`src/rtl/pipe_pkg.sv`:
```
// ============================================================================
//  Module : pipe_pkg
//  Brief  : Shared ALU, branch and forwarding codes for the RV32I pipeline.
//  Rev    : 1.0
// ============================================================================
`default_nettype none

package pipe_pkg;

    typedef logic [2:0] alu_op_t;
    typedef logic [2:0] br_op_t;
    typedef logic [1:0] fwd_sel_t;

    localparam alu_op_t ALU_ADD  = 3'b000;
    localparam alu_op_t ALU_SUB  = 3'b001;
    localparam alu_op_t ALU_AND  = 3'b010;
    localparam alu_op_t ALU_OR   = 3'b011;
    localparam alu_op_t ALU_XOR  = 3'b100;
    localparam alu_op_t ALU_SLT  = 3'b101;
    localparam alu_op_t ALU_SLTU = 3'b110;
    localparam alu_op_t ALU_ADD2 = 3'b111;

    localparam br_op_t BR_BEQ  = 3'b000;
    localparam br_op_t BR_BNE  = 3'b001;
    localparam br_op_t BR_BLT  = 3'b100;
    localparam br_op_t BR_BGE  = 3'b101;
    localparam br_op_t BR_BLTU = 3'b110;
    localparam br_op_t BR_BGEU = 3'b111;

    localparam fwd_sel_t FWD_RF  = 2'b00;
    localparam fwd_sel_t FWD_WB  = 2'b01;
    localparam fwd_sel_t FWD_MEM = 2'b10;

endpackage

`default_nettype wire

```
`src/rtl/execute_stage_alu.sv`:
```
// ============================================================================
//  Module : alu
//  Brief  : Combinational RV32I ALU; arithmetic wraps, slt/sltu yield 0/1.
//  Rev    : 1.0
// ============================================================================
`default_nettype none

module alu
    import pipe_pkg::*;
#(
    parameter int XLEN = 32
) (
    input  logic [XLEN-1:0] a_i,
    input  logic [XLEN-1:0] b_i,
    input  alu_op_t         alu_control_i,
    output logic [XLEN-1:0] result_o
);

    always_comb begin
        result_o = '0;
        case (alu_control_i)
            ALU_SUB:  result_o = a_i - b_i;
            ALU_AND:  result_o = a_i & b_i;
            ALU_OR:   result_o = a_i | b_i;
            ALU_XOR:  result_o = a_i ^ b_i;
            ALU_SLT:  result_o = {{(XLEN-1){1'b0}}, ($signed(a_i) < $signed(b_i))};
            ALU_SLTU: result_o = {{(XLEN-1){1'b0}}, (a_i < b_i)};
            default:  result_o = a_i + b_i;
        endcase
    end

endmodule

`default_nettype wire

```
`src/rtl/execute_stage.sv`:
```
// ============================================================================
//  Module : execute_stage
//  Brief  : RV32I execute stage with operand forwarding, branch resolve and E->M register.
//  Rev    : 1.0
// ============================================================================
`default_nettype none

module execute_stage
    import pipe_pkg::*;
#(
    parameter int XLEN       = 32,
    parameter int REG_ADDR_W = 5
) (
    input  logic                  clk,
    input  logic                  rst,
    input  logic [XLEN-1:0]       RD1_E,
    input  logic [XLEN-1:0]       RD2_E,
    input  logic [XLEN-1:0]       Imm_Ext_E,
    input  logic [XLEN-1:0]       PCE,
    input  logic [XLEN-1:0]       PCPlus4E,
    input  logic [REG_ADDR_W-1:0] RD_E,
    input  logic [2:0]            ALUControlE,
    input  logic                  ALUSrcE,
    input  logic                  RegWriteE,
    input  logic                  MemWriteE,
    input  logic [1:0]            ResultSrcE,
    input  logic                  BranchE,
    input  logic                  JumpE,
    input  logic [2:0]            Funct3E,
    input  logic [1:0]            ForwardAE,
    input  logic [1:0]            ForwardBE,
    input  logic [XLEN-1:0]       ResultW,
    input  logic                  EnM,
    input  logic                  BubbleE,
    output logic                  PCSrcE,
    output logic [XLEN-1:0]       PCTargetE,
    output logic [XLEN-1:0]       ALUResultM,
    output logic [XLEN-1:0]       WriteDataM,
    output logic [REG_ADDR_W-1:0] RD_M,
    output logic                  RegWriteM,
    output logic                  MemWriteM,
    output logic [1:0]            ResultSrcM,
    output logic [XLEN-1:0]       PCPlus4M,
    output logic                  ValidM
);

    logic [XLEN-1:0]       src_a, src_b_fwd, src_b, alu_result;
    logic                  br_cond;

    logic [XLEN-1:0]       alu_result_q, alu_result_d;
    logic [XLEN-1:0]       write_data_q, write_data_d;
    logic [REG_ADDR_W-1:0] rd_q, rd_d;
    logic                  reg_write_q, reg_write_d;
    logic                  mem_write_q, mem_write_d;
    logic [1:0]            result_src_q, result_src_d;
    logic [XLEN-1:0]       pc_plus4_q, pc_plus4_d;
    logic                  valid_q, valid_d;

    // The MEM forward path taps this stage's own output register.
    always_comb begin
        case (ForwardAE)
            FWD_WB:  src_a = ResultW;
            FWD_MEM: src_a = alu_result_q;
            default: src_a = RD1_E;
        endcase
        case (ForwardBE)
            FWD_WB:  src_b_fwd = ResultW;
            FWD_MEM: src_b_fwd = alu_result_q;
            default: src_b_fwd = RD2_E;
        endcase
        src_b = ALUSrcE ? Imm_Ext_E : src_b_fwd;
    end

    alu #(.XLEN(XLEN)) u_alu (
        .a_i           (src_a),
        .b_i           (src_b),
        .alu_control_i (ALUControlE),
        .result_o      (alu_result)
    );

    always_comb begin
        br_cond = 1'b0;
        case (Funct3E)
            BR_BEQ:  br_cond = (src_a == src_b_fwd);
            BR_BNE:  br_cond = (src_a != src_b_fwd);
            BR_BLT:  br_cond = ($signed(src_a) <  $signed(src_b_fwd));
            BR_BGE:  br_cond = ($signed(src_a) >= $signed(src_b_fwd));
            BR_BLTU: br_cond = (src_a <  src_b_fwd);
            BR_BGEU: br_cond = (src_a >= src_b_fwd);
            default: br_cond = 1'b0;
        endcase
    end

    assign PCSrcE    = rst & (JumpE | (BranchE & br_cond));
    assign PCTargetE = PCE + Imm_Ext_E;

    always_comb begin
        alu_result_d = '0;
        write_data_d = '0;
        rd_d         = '0;
        reg_write_d  = 1'b0;
        mem_write_d  = 1'b0;
        result_src_d = '0;
        pc_plus4_d   = '0;
        valid_d      = 1'b0;
        if (!BubbleE) begin
            alu_result_d = alu_result;
            write_data_d = src_b_fwd;
            rd_d         = RD_E;
            reg_write_d  = RegWriteE;
            mem_write_d  = MemWriteE;
            result_src_d = ResultSrcE;
            pc_plus4_d   = PCPlus4E;
            valid_d      = 1'b1;
        end
    end

    // A stall (EnM=0) outranks a bubble; the bubble is re-presented upstream.
    always_ff @(posedge clk or negedge rst) begin
        if (!rst) begin
            alu_result_q <= '0;
            write_data_q <= '0;
            rd_q         <= '0;
            reg_write_q  <= 1'b0;
            mem_write_q  <= 1'b0;
            result_src_q <= '0;
            pc_plus4_q   <= '0;
            valid_q      <= 1'b0;
        end else if (EnM) begin
            alu_result_q <= alu_result_d;
            write_data_q <= write_data_d;
            rd_q         <= rd_d;
            reg_write_q  <= reg_write_d;
            mem_write_q  <= mem_write_d;
            result_src_q <= result_src_d;
            pc_plus4_q   <= pc_plus4_d;
            valid_q      <= valid_d;
        end
    end

    assign ALUResultM = alu_result_q;
    assign WriteDataM = write_data_q;
    assign RD_M       = rd_q;
    assign RegWriteM  = reg_write_q;
    assign MemWriteM  = mem_write_q;
    assign ResultSrcM = result_src_q;
    assign PCPlus4M   = pc_plus4_q;
    assign ValidM     = valid_q;

endmodule

`default_nettype wire
```
`config.mk`:
```
export PLATFORM = sky130hd
export DESIGN_NAME = execute_stage
export DESIGN_NICKNAME = d
export VERILOG_FILES = /design/src/rtl/pipe_pkg.sv /design/src/rtl/execute_stage_alu.sv /design/src/rtl/execute_stage.sv
export SDC_FILE = /design/constraint.sdc
export NUM_CORES = 1
export LEC_CHECK = 0
export ABC_AREA = 1
export BUFFER_PORTS_ARGS = -buffer_cell sky130_fd_sc_hd__buf_2
export CORE_UTILIZATION = 40
export CTS_BUF_LIST = sky130_fd_sc_hd__clkbuf_4
export CTS_CLUSTER_DIAMETER = 80
export DETAILED_ROUTE_END_ITERATION = 7
export PLACE_DENSITY = 0.72
export SKIP_LAST_GASP = 1
export SYNTH_ARGS = -nofsm -noshare
export SYNTH_HDL_FRONTEND = slang
export SYNTH_SLANG_ARGS = --single-unit
```
`constraint.sdc`:
```
create_clock -name clk -period 3.4 [get_ports clk]
set_input_delay 0.34 -clock clk [delete_from_list [all_inputs] [get_ports clk]]
set_output_delay 0.34 -clock clk [all_outputs]
set_load 0.01 [all_outputs]
```
Yosys cells after proc, flatten, opt, wreduce, memory -nomap -nowiden
Cells that the tools add are included.
Storage, ports and cells
  flip-flop bits (word level): 106
  bits of input ports: 218
  output and inout bits: 139
  logic and storage cells: 54
Operators by class
  add/subtract/negate cells: 3
  $lt $le $gt $ge: 6
  eq/ne operators: 17
  muxes and demuxes: 13
  bitwise logic cells: 6
  reductions and logical operators: 1
Operators by type and width (number)
  $pmux W32 S6: 1
  $lt A32 B32 Y1: 4
  $mux W32: 4
  $pmux W32 S2: 2
  $add A32 B32 Y32: 2
  $ge A32 B32 Y1: 2
  $and A32 B32 Y32: 1
  $eq A32 B32 Y1: 1
  $ne A32 B32 Y1: 1
  $or A32 B32 Y32: 1
  $sub A32 B32 Y32: 1
  $xor A32 B32 Y32: 1
  $eq A3 B3 Y1 const B: 7
  $eq A3 B1 Y1 const B: 2
  $eq A3 B2 Y1 const B: 2
  $pmux W1 S6: 1
  $mux W5: 1
  $eq A2 B1 Y1 const B: 2
  $eq A2 B2 Y1 const B: 2
  $logic_not A3 Y1: 1
  $mux W1: 3
  $and A1 B1 Y1: 2
  $mux W2: 1
  $or A1 B1 Y1: 1

Depth between registers and ports, before layout
Gate-level depths: netlist (run 1).
  word-level depth: 7
  mapped depth: 25
  gate-level depth less buffers: 23

By module
Synthesis (run 1) repeated with hierarchy kept, for this count alone.
Unflattened totals
  cells, all modules: 2332
  area total of the unflattened synthesis: 14223.6 um^2
By module, submodules not included
  execute_stage: times used 1, cells each 1155, area each 8117.8 um^2, seq. area each 2652.5 um^2
  alu: times used 1, cells each 1177, area each 6105.9 um^2, seq. area each 0.0 um^2

Least setup slack after synthesis (run 1)
Ideal clock, no wire load.
  path kind: in2reg
  start: input ForwardBE[0]
  end: register alu_result_q[14], in the netlist ALUResultM[14]
  library setup time: 0.118 ns
  arrival time: 3.318 ns
  data required time: 3.282 ns
  setup slack: -0.036 ns
  stages on the path: 22
  path buffers: 2
  cell sequence: inv_1 -> ha_1 -> clkbuf_1 -> clkbuf_1 -> a221o_1 -> o21ai_0 -> o21ai_0 -> ha_1 -> inv_1 -> fa_1 -> nand3_1 -> nand2_1 -> nand2_1 -> nand2_1 -> nand2_1 -> nand2_2 -> a21o_1 -> or2_0 -> nand3_1 -> nand2_1 -> nand3_1 -> nand2_1
On the way
  word-level cells in the longest chain between the ends: 6
Ends and longest elaborated chain
  start, declared: RTL line execute_stage.sv:31  | input logic [1:0] ForwardBE,
  $eq A2 B2 Y1 or $eq A2 B1 Y1 (tied branches): RTL line execute_stage.sv:66  | case (ForwardBE)
  $pmux W32 S2 (*): RTL line execute_stage.sv:66
  $mux W32 (*): RTL line execute_stage.sv:71  | src_b = ALUSrcE ? Imm_Ext_E : src_b_fwd;
  $add A32 B32 Y32, or another cell as far along: RTL line execute_stage_alu.sv:28  | default: result_o = a_i + b_i;
  $pmux W32 S6 (*): RTL line execute_stage_alu.sv:21  | case (alu_control_i)
  $mux W32 (*): RTL line execute_stage.sv:106  | if (!BubbleE) begin
  end signal, assigned: RTL line execute_stage.sv:130  | alu_result_q <= alu_result_d;
  end, declared: RTL line execute_stage.sv:50  | logic [XLEN-1:0] alu_result_q, alu_result_d;
Every way passes the cells marked *; elsewhere a longest branch is shown, timed or not.
A chain may end at the register's enable or synchronous reset.

Final worst setup path (run 1)
  start: register alu_result_q[4], in the netlist ALUResultM[4]
  end: output PCSrcE
On the way
  word-level cells in the longest chain between the ends: 6
Ends and longest elaborated chain
  $pmux W32 S2 (on tied branches): RTL line execute_stage.sv:61, execute_stage.sv:66
  $ge A32 B32 Y1, or another cell as far along: RTL line execute_stage.sv:89  | BR_BGEU: br_cond = (src_a >= src_b_fwd);
  $pmux W1 S6 (*): RTL line execute_stage.sv:83  | case (Funct3E)
  $and A1 B1 Y1 (*): RTL line execute_stage.sv:94  | assign PCSrcE = rst & (JumpE | (BranchE & br_cond));
  $or A1 B1 Y1 (*): RTL line execute_stage.sv:94
  $and A1 B1 Y1 (*): RTL line execute_stage.sv:94
  end, declared: RTL line execute_stage.sv:35  | output logic PCSrcE,
Marks and branches as above.

==> impl_metrics.env, run 1 <==
export IMPL_yosysTopAreaCell="dfrtp_1"
export IMPL_cp_max_fo=3
export IMPL_synth_seq_cells=106
export IMPL_r2r_cells=18
export IMPL_tightest_slew_ns=1.253
export IMPL_pre_cts_slack_ns=-0.7451
export IMPL_fin_crit_ns=3.668
export IMPL_finalCritPeriodShare_pct=107.9
export IMPL_r2r_start="ALUResultM[5]"
export IMPL_hold_depth=2
export IMPL_clockBufferDepth=2
export IMPL_place_congestion=1.078
export IMPL_min_path_type="input port to flop"
export IMPL_grt_ovfl_total=0
export IMPL_end_kind="output pin"
export IMPL_hold_end="PCPlus4M[7]"
export IMPL_syn2layout_area_growth_pct=48.42
export IMPL_cts_root_buf="clkbuf_4"
export IMPL_clkLatencyLatePin_ns=0.53
export IMPL_synthesis_area_um2=13090
export IMPL_reg2reg_to="ALUResultM[14]"
export IMPL_min_delay_start="PCPlus4E[7]"
export IMPL_grt_max_degree=107
export IMPL_firstDrtPassIters=8
export IMPL_drc=0
export IMPL_wl_per_cell_um=20.73
export IMPL_power_density_nw_per_um2=397.3
export IMPL_path_delay_family="simple AND/OR/NAND/NOR gates"
export IMPL_tritoncts="built"
export IMPL_ant_nets=0
export IMPL_synth_edff_count=0
export IMPL_cp_num_buf_inv=4
export IMPL_grt_pass1_vias=16545
export IMPL_yosys_warnings=0
export IMPL_synth_ff_type="dfrtp_1"
export IMPL_fp_dieH_um=182.9
export IMPL_cts_reportedPaths_clkPinSlew_ns=0.20
export IMPL_layout_cells_non_filler=3111
export IMPL_grt_pass1_wl_mm=94.71
export IMPL_netlist_top_cells_count="nand2_1 (392), inv_1 (215), o21ai_0 (209)"
export IMPL_synth_seq_area_share_pct=20.27
export IMPL_setup_viol=1
export IMPL_worstPathCellList="a221o_1, o21ai_2, inv_2, ha_1, nand2_4, nor2_4, nand4_1, nor2b_4, buf_6, nand2_2, buf_4, nand3_2, nand2_2, nand3_2, nand2_2, a21oi_2, buf_2"
export IMPL_r2r_setup_slack_ns=0.05
export IMPL_routed_wl_mm=64.49
export IMPL_io_buffers=356
export IMPL_num_rows=65
export IMPL_pin_count=357
export IMPL_htree_levels=3
export IMPL_startpoint_type="flop"
export IMPL_rsz0062_at_grt="true"
export IMPL_antenna_found_initial=3
export IMPL_peakVddDrop_uv=184.8
export IMPL_postPlaceCellArea_um2=17990
export IMPL_slowest_delay_ns=0.48
export IMPL_ys_types=55
export IMPL_cp_data_arrival_time_ns=3.33
export IMPL_fin_worst_skew_ns=0.04917
export IMPL_critPathRequiredTime_ns=3.06
export IMPL_status="finished, violations left"
export IMPL_leakagePower_nw=10.33
export IMPL_synth_cells=1943
export IMPL_dieArea_um2=33440
export IMPL_tns_ns=-0.2684
export IMPL_grt_use_total_pct=37.10
export IMPL_violations="setup timing"
export IMPL_via_per_inst=5.672
export IMPL_via_count=17646
export IMPL_start_util_pct=41.04
export IMPL_core_um2=31880
export IMPL_syn_avg_cell_area_um2=6.734
export IMPL_synth_top_area_share_pct=20.27
export IMPL_timing_hold_ws_ns=0.04323
export IMPL_dieWidth_um=182.9
export IMPL_timing_max_cap_violations=0
export IMPL_design_area_um2=19420
export IMPL_cts_made_buffers=9
export IMPL_path_class="flop to output pin"
export IMPL_slowest_stage="dfrtp_2"
export IMPL_place_inst=3028
export IMPL_synth_area_top_cells="dfrtp_1 (20%), ha_1 (16%), nand2_1 (11%)"
export IMPL_synth_most_common_cell="nand2_1"
export IMPL_drive_above_1_share_pct=38.00
export IMPL_cts_sinks=106
export IMPL_drt_iter0_drc=2059
export IMPL_drv_slew=0
export IMPL_dp_hpwl_mm=51.90
export IMPL_critPathMostFrequentCell="nand2_2"
export IMPL_finalNetCount=3053
export IMPL_fmax_mhz=272.6
export IMPL_hold_viol_final=0
export IMPL_fill_cells=3013
export IMPL_async_reset_ff_share_pct=100.0
export IMPL_layout_setup_ws_ns=-0.2684
export IMPL_syn_nets=2327
export IMPL_slew_headroom_pct=16.48
[cells in the final DEF (no fill, tap or decap), types with 7 or more instances in the layout]
cell type / instances
a211oi_1: 18
a21o_1: 12
a21oi_1: 148
a21oi_2: 18
a221o_1: 64
a22o_1: 41
buf_12: 8
buf_2: 355
buf_4: 411
buf_6: 16
clkbuf_4: 10
dfrtp_1: 91
dfrtp_2: 15
ha_1: 142
ha_2: 7
ha_4: 14
inv_1: 196
inv_2: 40
nand2_1: 366
nand2_2: 29
nand3_1: 93
nand3_2: 11
nand4_1: 15
nor2_1: 133
nor3_1: 22
o21ai_0: 154
o21ai_1: 52
o21ai_2: 32
o21bai_1: 11
o22ai_1: 12
xnor2_1: 11
xor2_1: 30
[report_power, final]
| group | switching [mW] | internal (mW) |
|---|---|---|
| clock network | 0.473 | 0.308 |
| logic | 3.05 | 2.37 |
| registers | 0.126 | 1.39 |
[routing by layer]
layer	routed length [um]	part of all wire [%]	up-vias	GRT usage (%)
met2	28490	44	1155	58.87
li1	-	-	8174	-
met4	1498	2.3	2	10.60
met1	26430	41	8193	49.78
met3	8057	12	122	9.114
met5	13	0.020	-	0
[how the worst max path moves through the flow]
stage	start	end	slack, ns	cells after the start
after floorplan	ForwardBE[0]	ALUResultM[14]	0.04	22
after global placement	ForwardAE[0]	PCSrcE	-0.75	21
after detailed placement	ForwardAE[0]	PCSrcE	-0.75	21
after CTS	ALUResultM[27]	PCSrcE	-0.24	16
after global routing	ALUResultM[9]	PCSrcE	-0.40	18
final	ALUResultM[4]	PCSrcE	-0.27	17
[repair_timing]
item,CTS,global route
gates resized for setup,91,162
hold buffers,1,0
pin swaps,24,50
setup endpoints to repair,4,26
cloned,0,0
hold endpoints to repair,41,0
setup buffers,34,30
[cells by family (layout without fill, tap and decap cells)]
kind of cell	count (synthesis)	in the layout	share of synthesized area [%]
buf+inv	314	1045	9.218
compound gates	609	609	29.21
simple gates	707	707	22.51
xor+xnor	41	41	2.744
fa+ha+maj	166	166	16.05
flops	106	106	20.27
other cells	0	2	0
[flip-flops by register name (all words and copies together) (netlist names)]
name and cells:
ALUResultM 32, MemWriteM 1, PCPlus4M 32, RD_M 5, RegWriteM 1, ResultSrcM 2, ValidM 1, WriteDataM 32
[stage by stage]
step	utilization (%)	total power [mW]
3_3_place_gp	56.42	6.225
5_1_grt	60.92	8.175
6_report	60.92	7.715
3_5_place_dp	56.42	6.263
2_1_floorplan	-	3.835
4_1_cts	58.47	7.228
[final cells by class]
class	instances	area [um^2]	share of cell area, %
Antenna cell	2	5.005	0.02577
Clock buffer	10	75.07	0.3865
Clock inverter	6	86.33	0.4445
Inverter	238	893.4	4.600
Multi-Input combinational cell	1523	9933	51.15
Sequential cell	106	2671	13.75
Tap cell	435	544.3	2.802
Timing Repair Buffer	791	5213	26.84
Note: power is estimated with default switching activity, not from simulation.
==> run 2, diff against run 1 <==
Settings changed: CTS_BUF_LIST sky130_fd_sc_hd__clkbuf_4 to default.
==> run 2 against run 1 <==
  * The run still ends with setup timing left
  * Clock power up 54%
  * Routed wire length up 1.6%
  * Worst setup slack better by 0.12 ns
  * Via count up 1.0%
  * Clock skew down 0.029 ns
  * Die area unchanged
  * Global-route usage up 0.45 points
  * Non-clock buffer count down 20
  * Combinational power down 1%
  * Core utilization up 0.51 points
  * Cell count down 0.64%
==> impl_metrics.env, run 2 (synthesis gave the netlist of run 1 again) <==
export IMPL_cts_made_buffers=9
export IMPL_timing_hold_ws_ns=0.1944
export IMPL_multi_input_area_um2=9921
export IMPL_timing_max_cap_violations=0
export IMPL_post_route_util_pct=61.42
export IMPL_clockBufferDepth=2
export IMPL_register_area_um2=2663
export IMPL_min_path_type="input port to flop"
export IMPL_wl_per_cell_um=21.20
export IMPL_rsz0062_at_grt="true"
export IMPL_cts_reportedPaths_clkPinSlew_ns=0.07
export IMPL_drive_above_1_share_pct=36.77
export IMPL_dieArea_um2=33440
export IMPL_tritoncts="built"
export IMPL_grt_pass1_vias=16637
export IMPL_finalNetCount=3033
export IMPL_syn2layout_area_growth_pct=49.66
export IMPL_power_density_nw_per_um2=412.7
export IMPL_grt_use_total_pct=37.55
export IMPL_cts_sinks=106
export IMPL_final_common_cell="buf_4"
export IMPL_start_util_pct=41.04
export IMPL_io_buffers=356
export IMPL_comb_power_share_pct=66.4
export IMPL_ant_nets=0
export IMPL_cp_max_fo=9
export IMPL_routed_wl_mm=65.52
export IMPL_cp_data_arrival_time_ns=3.20
export IMPL_leakagePower_nw=10.35
export IMPL_grt_ovfl_total=0
export IMPL_fin_worst_skew_ns=0.02030
export IMPL_core_um2=31880
export IMPL_finalPower_mw=8.082
export IMPL_drc=0
export IMPL_via_per_inst=5.769
export IMPL_fin_crit_ns=3.544
export IMPL_fmax_mhz=282.1
export IMPL_status="finished, violations left"
export IMPL_seqPwrFrac_pct=18.8
export IMPL_dp_hpwl_mm=51.90
export IMPL_place_congestion=1.078
export IMPL_finalCritPeriodShare_pct=104.2
export IMPL_internal_power_mw=4.388
export IMPL_sw_frac_of_total_pct=45.70
export IMPL_mostFrequentLayoutCells="buf_4 (388), nand2_1 (377), buf_2 (352), inv_1 (192), a21oi_1 (150)"
export IMPL_switchingPower_mw=3.693
export IMPL_end_kind="output pin"
export IMPL_layout_setup_ws_ns=-0.1445
export IMPL_cts_root_buf="clkbuf_16"
export IMPL_drv_slew=0
export IMPL_htree_levels=3
export IMPL_antenna_found_initial=2
export IMPL_fp_dieH_um=182.9
export IMPL_critPathRequiredTime_ns=3.06
export IMPL_clkPwrFrac_pct=14.8
export IMPL_violations="setup timing"
export IMPL_fill_cells=2960
export IMPL_grt_pass1_wl_mm=95.84
export IMPL_grt_max_degree=107
export IMPL_via_count=17831
export IMPL_hold_viol_final=0
export IMPL_drt_iter0_drc=1961
export IMPL_path_class="input port to output pin"
export IMPL_setup_viol=1
export IMPL_tightest_slew_ns=1.236
export IMPL_slew_headroom_pct=17.57
export IMPL_num_rows=65
export IMPL_firstDrtPassIters=6
export IMPL_clkLatencyLatePin_ns=0.38
export IMPL_peakVddDrop_uv=201.2
export IMPL_dieWidth_um=182.9
export IMPL_pin_count=357
export IMPL_startpoint_type="input port"
[run 2: path summary, 6_finish.rpt]
path                           startpoint              to  slack, ns  cells past startpoint
min reg2reg                WriteDataM[20]  WriteDataM[20]       0.49                      2
max reg2reg                ALUResultM[10]  ALUResultM[15]       0.15                     16
max                          ForwardAE[0]          PCSrcE      -0.14                     22
min in group asynchronous             rst    PCPlus4M[13]       0.49                      2
max in group asynchronous             rst  ALUResultM[31]       2.05                      3
min                          PCPlus4E[14]    PCPlus4M[14]       0.19                      2
[run 2: layer usage]
layer  part of all wire [%]  GRT usage (%)  routed length, um
met1                     41          50.93              26810
met2                     44          59.54              28580
met3                     12          7.486               7790
met4                    3.6          12.27               2344
met5                      0              0                  0
[run 2: stage by stage]
stage / TNS, ns / instance area [um^2] / instances / setup slack [ns]
after floorplan: 0 / 13090 / 1943 / 0.03769
after global placement: -10.76 / 17990 / 3028 / -0.7510
after detailed placement: -10.86 / 17990 / 3028 / -0.7451
after CTS: -0.04196 / 19070 / 3073 / -0.04196
after global routing: -0.2338 / 19580 / 3091 / -0.1794
final: -0.1445 / 19580 / 3091 / -0.1445
[run 2: what timing repair did]
item / CTS / global route
buffers inserted: 25 / 14
resized for setup: 171 / 93
pin swaps: 29 / 25
endpoints found under the setup margin: 13 / 26
cloned: 3 / 2
hold buffers: 1 / 0
endpoints found under the hold margin: 41 / 0
[run 2: worst max-delay path, cell delays in order]
cell and delay (ns):
buf_8 0.09, inv_4 0.03, ha_4 0.31, buf_12 0.15, buf_16 0.14, a221o_1 0.29, o21ai_2 0.10, inv_2 0.06
buf_4 0.15, ha_4 0.26, nand4_1 0.22, nor2b_4 0.26, buf_6 0.12, nand3_1 0.07, nand2_1 0.07, inv_1 0.04
nand2_1 0.06, nor2_2 0.05, nand3_2 0.07, nand2_2 0.06, a21oi_2 0.12, buf_2 0.15
[run 2: power by group through the flow]
stage	Sequential [mW]	Clock, mW	Combinational (mW)
2_1_floorplan	1.56	0	2.28
3_3_place_gp	1.53	0	4.69
3_5_place_dp	1.54	0	4.73
4_1_cts	1.51	1.21	5.00
5_1_grt	1.53	1.25	5.75
6_report	1.52	1.20	5.36
[run 2: final cells by class]
type	count	share of cell area [%]
Timing Repair Buffer	771	26.66
Tap cell	435	2.779
Multi-Input combinational cell	1523	50.66
Inverter	238	4.613
Clock buffer	11	1.240
Sequential cell	106	13.60
Clock inverter	5	0.4217
Antenna cell	2	0.02556
